## config.mk

```make
export PLATFORM = sky130hd
export DESIGN_NAME = keypad_alu_sequencer
export DESIGN_NICKNAME = d
export VERILOG_FILES = /design/src/rtl/keypad_alu_sequencer.sv
export SDC_FILE = /design/constraint.sdc
export NUM_CORES = 1
export LEC_CHECK = 0
export CELL_PAD_IN_SITES_DETAIL_PLACEMENT = 1
export CELL_PAD_IN_SITES_GLOBAL_PLACEMENT = 1
export CORE_MARGIN = 5
export CORE_UTILIZATION = 28
export CTS_BUF_LIST = sky130_fd_sc_hd__clkbuf_8 sky130_fd_sc_hd__clkbuf_16
export DETAILED_ROUTE_END_ITERATION = 10
export GPL_TIMING_DRIVEN = 1
export PLACE_DENSITY_LB_ADDON = 0.1
export SLEW_MARGIN = 15
export SYNTH_ARGS = -nofsm -noshare
export SYNTH_HDL_FRONTEND = slang
export SYNTH_SLANG_ARGS = --single-unit
```

## constraint.sdc

```tcl
create_clock -name clk -period 5.1 [get_ports clk]
set_clock_uncertainty 0.1 [all_clocks]
set_input_delay 1.53 -clock clk [delete_from_list [all_inputs] [get_ports clk]]
set_output_delay 1.53 -clock clk [all_outputs]
set_load 0.02 [all_outputs]
```

## src/rtl/keypad_alu_sequencer.sv

```systemverilog
// Keypad-loaded register file feeding a small ALU with a start/busy/done handshake.
// Operations read two registers, optionally write back, and report carry/zero/overflow.
module keypad_alu_sequencer #(
  parameter int DATA_W = 8,
  parameter int NREGS  = 4,
  parameter int AW     = $clog2(NREGS)
) (
  input  logic              clk,
  input  logic              reset,
  input  logic              key_valid,
  input  logic [3:0]        key_code,
  input  logic [AW-1:0]     key_addr,
  input  logic              start,
  input  logic [2:0]        op,
  input  logic [AW-1:0]     addr_a,
  input  logic [AW-1:0]     addr_b,
  input  logic [AW-1:0]     addr_d,
  input  logic              wb_en,
  output logic              busy,
  output logic              done,
  output logic [DATA_W-1:0] result,
  output logic              carry,
  output logic              zero,
  output logic              overflow,
  output logic              key_drop
);

  localparam int CW = $clog2(DATA_W);

  typedef enum logic [1:0] {
    S_IDLE = 2'd0,
    S_EXEC = 2'd1,
    S_MUL  = 2'd2,
    S_DONE = 2'd3
  } state_t;

  state_t                state_r, state_next_s;
  logic [DATA_W-1:0]     rf_r [NREGS];
  logic [DATA_W-1:0]     a_r, b_r;
  logic [2:0]            op_r;
  logic [AW-1:0]         addr_d_r;
  logic                  wb_en_r;
  logic [2*DATA_W-1:0]   mul_acc_r, mul_mcand_r, mul_sum_s;
  logic [DATA_W-1:0]     mul_mplier_r;
  logic [CW-1:0]         cnt_r;
  logic                  busy_r, done_r, carry_r, zero_r, overflow_r, key_drop_r;
  logic [DATA_W-1:0]     result_r;
  logic                  mul_last_s, finish_s, wb_fire_s, accept_s;
  logic [DATA_W:0]       ext_s;
  logic [DATA_W-1:0]     alu_res_s;
  logic                  alu_carry_s, alu_ovf_s, alu_zero_s;

  assign accept_s   = (state_r == S_IDLE) && start;
  assign mul_last_s = (state_r == S_MUL) && (cnt_r == CW'(DATA_W - 1));
  assign finish_s   = (state_r == S_EXEC) || mul_last_s;
  assign wb_fire_s  = finish_s && wb_en_r;
  assign mul_sum_s  = mul_acc_r + (mul_mplier_r[0] ? mul_mcand_r : {(2*DATA_W){1'b0}});

  // Next-state selection for the operation sequencer
  always_comb begin
    state_next_s = state_r;
    case (state_r)
      S_IDLE: begin
        if (start) state_next_s = (op == 3'b111) ? S_MUL : S_EXEC;
        else       state_next_s = S_IDLE;
      end
      S_EXEC: state_next_s = S_DONE;
      S_MUL: begin
        if (mul_last_s) state_next_s = S_DONE;
        else            state_next_s = S_MUL;
      end
      S_DONE:  state_next_s = S_IDLE;
      default: state_next_s = S_IDLE;
    endcase
  end

  // ALU result and flags for the finishing cycle of an operation
  always_comb begin
    ext_s       = {(DATA_W+1){1'b0}};
    alu_res_s   = {DATA_W{1'b0}};
    alu_carry_s = 1'b0;
    alu_ovf_s   = 1'b0;
    case (op_r)
      3'b000: begin
        ext_s       = {1'b0, a_r} + {1'b0, b_r};
        alu_res_s   = ext_s[DATA_W-1:0];
        alu_carry_s = ext_s[DATA_W];
        alu_ovf_s   = (a_r[DATA_W-1] == b_r[DATA_W-1]) && (alu_res_s[DATA_W-1] != a_r[DATA_W-1]);
      end
      3'b001: begin
        // bit DATA_W of the extended difference is the borrow
        ext_s       = {1'b0, a_r} - {1'b0, b_r};
        alu_res_s   = ext_s[DATA_W-1:0];
        alu_carry_s = ext_s[DATA_W];
        alu_ovf_s   = (a_r[DATA_W-1] != b_r[DATA_W-1]) && (alu_res_s[DATA_W-1] != a_r[DATA_W-1]);
      end
      3'b010: alu_res_s = a_r & b_r;
      3'b011: alu_res_s = a_r | b_r;
      3'b100: alu_res_s = a_r ^ b_r;
      3'b101: begin
        alu_res_s   = {a_r[DATA_W-2:0], 1'b0};
        alu_carry_s = a_r[DATA_W-1];
      end
      3'b110: begin
        alu_res_s   = {1'b0, a_r[DATA_W-1:1]};
        alu_carry_s = a_r[0];
      end
      3'b111: begin
        alu_res_s   = mul_sum_s[DATA_W-1:0];
        alu_carry_s = |mul_sum_s[2*DATA_W-1:DATA_W];
      end
      default: alu_res_s = {DATA_W{1'b0}};
    endcase
    alu_zero_s = (alu_res_s == {DATA_W{1'b0}});
  end

  // State register and handshake outputs
  always_ff @(posedge clk) begin
    if (reset) begin
      state_r <= S_IDLE;
      busy_r  <= 1'b0;
      done_r  <= 1'b0;
    end else begin
      state_r <= state_next_s;
      busy_r  <= (state_next_s != S_IDLE);
      done_r  <= (state_next_s == S_DONE);
    end
  end

  // Operand capture on acceptance and shift-add multiply iterations
  always_ff @(posedge clk) begin
    if (reset) begin
      a_r          <= {DATA_W{1'b0}};
      b_r          <= {DATA_W{1'b0}};
      op_r         <= 3'b000;
      addr_d_r     <= {AW{1'b0}};
      wb_en_r      <= 1'b0;
      mul_acc_r    <= {(2*DATA_W){1'b0}};
      mul_mcand_r  <= {(2*DATA_W){1'b0}};
      mul_mplier_r <= {DATA_W{1'b0}};
      cnt_r        <= {CW{1'b0}};
    end else if (accept_s) begin
      a_r          <= rf_r[addr_a];
      b_r          <= rf_r[addr_b];
      op_r         <= op;
      addr_d_r     <= addr_d;
      wb_en_r      <= wb_en;
      mul_acc_r    <= {(2*DATA_W){1'b0}};
      mul_mcand_r  <= {{DATA_W{1'b0}}, rf_r[addr_a]};
      mul_mplier_r <= rf_r[addr_b];
      cnt_r        <= {CW{1'b0}};
    end else if (state_r == S_MUL) begin
      mul_acc_r    <= mul_sum_s;
      mul_mcand_r  <= {mul_mcand_r[2*DATA_W-2:0], 1'b0};
      mul_mplier_r <= {1'b0, mul_mplier_r[DATA_W-1:1]};
      cnt_r        <= cnt_r + {{(CW-1){1'b0}}, 1'b1};
    end
  end

  // Result/flag hold registers and key-drop pulse
  always_ff @(posedge clk) begin
    if (reset) begin
      result_r   <= {DATA_W{1'b0}};
      carry_r    <= 1'b0;
      zero_r     <= 1'b0;
      overflow_r <= 1'b0;
      key_drop_r <= 1'b0;
    end else begin
      key_drop_r <= wb_fire_s && key_valid && (key_addr == addr_d_r);
      if (finish_s) begin
        result_r   <= alu_res_s;
        carry_r    <= alu_carry_s;
        zero_r     <= alu_zero_s;
        overflow_r <= alu_ovf_s;
      end
    end
  end

  // Register file: writeback takes priority over a key write to the same register
  always_ff @(posedge clk) begin
    if (reset) begin
      for (int i = 0; i < NREGS; i++) rf_r[i] <= {DATA_W{1'b0}};
    end else begin
      for (int i = 0; i < NREGS; i++) begin
        if (wb_fire_s && (addr_d_r == AW'(i)))
          rf_r[i] <= alu_res_s;
        else if (key_valid && (key_addr == AW'(i)))
          rf_r[i] <= DATA_W'(key_code);
      end
    end
  end

  assign busy     = busy_r;
  assign done     = done_r;
  assign result   = result_r;
  assign carry    = carry_r;
  assign zero     = zero_r;
  assign overflow = overflow_r;
  assign key_drop = key_drop_r;

endmodule

```

-- After elaboration in Yosys (flattened, before gate mapping)
Memories as Yosys holds them, arrays and structs flattened.
Cells that the tools add are included.
- register bits: 81
- RAM bits: 32
- memories: 1
- input port bits: 20
- add/subtract/negate cells: 4
- equal/unequal tests: 24
- reductions and logical operators: 25
- bitwise logic cells: 11
- mux-type cells: 50
- memories (name ; depth ; bits a word ; rd ports ; clocked after memory_dff ; write ports ; line ; text):
    rf_r ; 4 ; 8 ; 2 ; 0 ; 4 ; 38 ; logic [DATA_W-1:0] rf_r [NREGS];
- operators with widths (cell ; count):
    8-bit two-way mux ; 12
    8-bit one-hot mux with 8 select lines ; 1
    1-bit two-way mux ; 31
    3-bit equality test (second input constant) ; 6
    16-bit adder ; 1
    16-bit two-way mux ; 1
    1-bit logical AND ; 15
    2-bit equality test (second input constant) ; 7
    8-bit by 8-bit adder with 9-bit output ; 1
    8-bit by 8-bit subtractor with 9-bit output ; 1
    8-bit bitwise AND ; 1
    8-bit zero test ; 1
    1-bit bitwise OR ; 8
    8-bit bitwise OR ; 1
    2-bit one-hot mux with 4 select lines ; 1
    8-bit OR reduction ; 1
    8-bit XOR ; 1
    2-bit by 1-bit equality test with 1-bit output (second input constant) ; 3
    3-bit by 2-bit equality test with 1-bit output (second input constant) ; 2
    2-bit zero test ; 3
    1-bit one-hot mux with 5 select lines ; 1
    2-bit two-way mux ; 2
    2-bit nonzero test ; 2
    3-bit by 1-bit adder with 3-bit output (second input constant) ; 1
    8 further kinds ; 10

-- Depth between registers and ports, before layout
- depth in word-level cells: 10
- depth in mapped cells: 13
- gate-level depth less buffers: 12

-- Worst setup path after synthesis
No wires, ideal clock.
- kind: in2reg
- start point: in reset
- end point: mem rf_r[3][0], enable pin
- data arrival time: 2.601 ns
- path buffers: 3
- data required time: 4.663 ns
- cell stages on the path: 4
- setup time: 0.337 ns
- slack: 2.062 ns
- path through: clkbuf_1 -> clkbuf_1 -> clkbuf_1 -> a311o_1
- RTL lines (element ; line ; text):
    start, declared ; 9 ; input logic reset,
    end, declared ; 38 ;

==> flow_summary.toml <==
[status]
status = "completed"

[timing]
hold_viol = 0
rsz0062_at_grt = "false"
min_period_over_period_pct = 72.7
maxSlewHeadroom_pct = 43.9
tightest_slew_ps = 841
maxSlewViolCount = 0
max_freq_ghz = 0.270
setup_viol = 0
final.min_clock_period_ps = 3710
tns_ps = 0

[route]
remaining_drc_errors = 0
drt-pass1-iter-count = 4
drtIter0Drc = 235
wl_per_cell_um = 19.7
wl_mm = 22.4
vias = 5794
final_antenna_net_count = 0
vias_per_cell = 5.10

[place]
dpl.hpwl_mm = 17.5
gp_congestion = 0.805
portBuffers = 33

[synthesis]
ys_warn_count = 0
synth_fp_nets = 842
synth_cell_types = 68
seq_area_frac_synth_pct = 36.9
yosys.area.top_type = "dfxtp_1"
synth_flop_cell = "dfxtp_1"
syn_area_um2 = 7010
synth-seq-cells = 113
synthTopCellsByArea = "dfxtp_1, edfxtp_1, ha_1"
synth_top_area_share_pct = 23.1
avgSynthCellArea_um2 = 9.05
synth_edf_count = 32
synthCells = 774
async_flop_share_pct = 0

[global_routing]
gr-total-overflow = 0
track_usage_pct = 16.1
grt_pass1_vias = 6209
grt_first_pass_wirelength_mm = 35.9
grt_max_degree = 47
antenna_found_initial = 0

[floorplan]
core_um2 = 24900
die_y_um = 168
die_area_um2 = 28300
die_w_um = 168
rows = 58
initial_utilization_pct = 28.2
io_pins = 34

[power]
p_per_area_nw_per_um2 = 314
max-vdd-ir-drop_uv = 200
p_leak_nw = 3.02

[layout]
fillers = 2860
diodes = 0
final_nets = 861
final_util_pct = 33.1
drive_gt1_share_pct = 9.55
area_growth_syn_to_layout_pct = 17.5

[worst_setup_path]
critPathArrivalTime_ps = 3750
start_kind = "flip-flop"
crit_family = "compound AO/OA/AOI/OAI gates"
cp_num_buf_inv = 1
crit_path_cell_trace = "nand2_1 > inv_1 > ha_1 > a211oi_1 > o21ai_0 > mux2_2 > nor2_1 > a211oi_1 > o21ai_1 > nor2_1"
cpMaxStageDelayCell = "dfxtp_1"
max_stage_delay_ps = 600
critical_path_class = "flip-flop to flip-flop"
worstPathRequired_ps = 5150
worstPathMaxFanout = 17
worstSetupEndpointType = "flip-flop"

[clocking]
ctsHtreeMaxLevel = 4
clk_pin_slew_ps = 60
postCtsSetupBuffers = 0
cts_root_buffer = "clkbuf_16"
worstSkewPairLatency_ps = 420
cts_buffers = 17
cts_resized = 0
cts_sinks = 113
ctsLongestPathBuffers = 2
cts_tree = "done"
cts_hold_buffers = 0

[run]
drv_cap = 0

[min_path]
hold_path.class = "flip-flop to flip-flop"
-- metal layers --
| metal | up-vias | GRT usage [%] | routed length [µm] |
|---|---|---|---|
| li1 | 2832 | - | - |
| met1 | 2859 | 22.1 | 10800 |
| met2 | 87 | 26.6 | 10600 |
| met3 | 16 | 2.82 | 737 |
| met4 | 0 | 4.06 | 218 |
| met5 | - | 0 | 0 |
-- per-stage QoR --
stage	instance area [µm²]	worst slack, ps	hold WS [ps]	total power, W	instances
floorplan	7010	2060	322	0.00128	774
global route	8230	1080	372	0.00271	1136
CTS	8230	1420	353	0.00262	1136
global placement	7660	1400	337	0.00143	1104
detailed placement	7660	1360	345	0.00144	1104
finish	8230	1390	350	0.00259	1136
-- cell usage in the layout, fill, tap and decap left out, drive strengths merged, types with 11 or more instances in the layout --
cell type	count
nand3	21
inv	41
ha	45
a21oi	51
nor3	13
o21ai	44
edfxtp	32
buf	11
nor2	84
nand2	80
clkbuf	17
nor2b	12
mux4	17
xnor2	14
and2	17
clkdlybuf4s50	32
mux2i	34
dfxtp	81
-- cells in the mapped netlist, drive strengths merged (6+ instances only) --
master   n
or3     10
inv     35
xnor2   14
nor3b    7
mux2i   34
mux4    17
nor2    84
o21ai   44
nor3    13
a211oi   7
a21oi   51
nor2b   12
a22oi    6
mux2     9
and2    17
a22o    10
edfxtp  32
dfxtp   81
buf     11
ha      45
nand2b   9
and3     8
o211ai   6
clkbuf  32
nand2   80
nand3   21
-- path summary, 6_finish.rpt --
kind	start	end	slack, ps	cells past startpoint
worst min register to register	mul_mplier_r[7]	mul_mplier_r[7]	350	2
worst max-delay path	mul_mplier_r[0]	rf_r[0][7]	1390	10
worst max register to register	mul_mplier_r[0]	rf_r[0][7]	1390	10
worst min-delay path	mul_mplier_r[7]	mul_mplier_r[7]	350	2
-- registers in the layout, summed over array words and instances, names as in the netlist --
| register | cells |
|---|---|
| a_r | 8 |
| addr_d_r | 2 |
| b_r | 8 |
| busy | 1 |
| carry | 1 |
| cnt_r | 3 |
| done | 1 |
| key_drop | 1 |
| mul_acc_r | 16 |
| mul_mcand_r | 16 |
| mul_mplier_r | 8 |
| op_r | 3 |
| overflow | 1 |
| result | 8 |
| rf_r | 32 |
| state_r | 2 |
| wb_en_r | 1 |
| zero | 1 |
-- power by group --
part	leakage (nW)	switching [W]	internal, W
combinational	1.74	0.000262	0.000155
sequential	0.991	0.0000398	0.000965
clock	0.284	0.000480	0.000685
total	3.02	0.000782	0.00180
-- worst register-to-register path: stages (launching register included) --
cell and delay, ps:
dfxtp_1 600, nand2_1 190, inv_1 100, ha_1 240, a211oi_1 440, o21ai_0 330, mux2_2 350, nor2_1 260
a211oi_1 120, o21ai_1 590, nor2_1 120
-- cell families (layout without fill, tap and decap cells) --
group / Yosys count / count (layout) / synth area share, %
AOI/OAI and AO/OA: 179 / 179 / 17.0
xor gates and xnor gates: 18 / 18 / 2.25
adders and majority gates: 48 / 48 / 8.89
buffers and inverters: 78 / 110 / 4.30
DFF: 113 / 113 / 36.9
muxes: 60 / 60 / 11.8
and+or+nand+nor: 278 / 278 / 18.9
-- cell type report --
class | instances | area, µm² | share of cell area [%]
clock buffers | 17 | 425 | 5.17
well taps | 330 | 413 | 5.01
repair buffers | 43 | 400 | 4.86
inverters | 35 | 131 | 1.60
multi-input cells | 583 | 4130 | 50.2
flip-flops and latches | 113 | 2580 | 31.4
clock inverters | 15 | 151 | 1.84
Power figures use the tool's default switching activity.
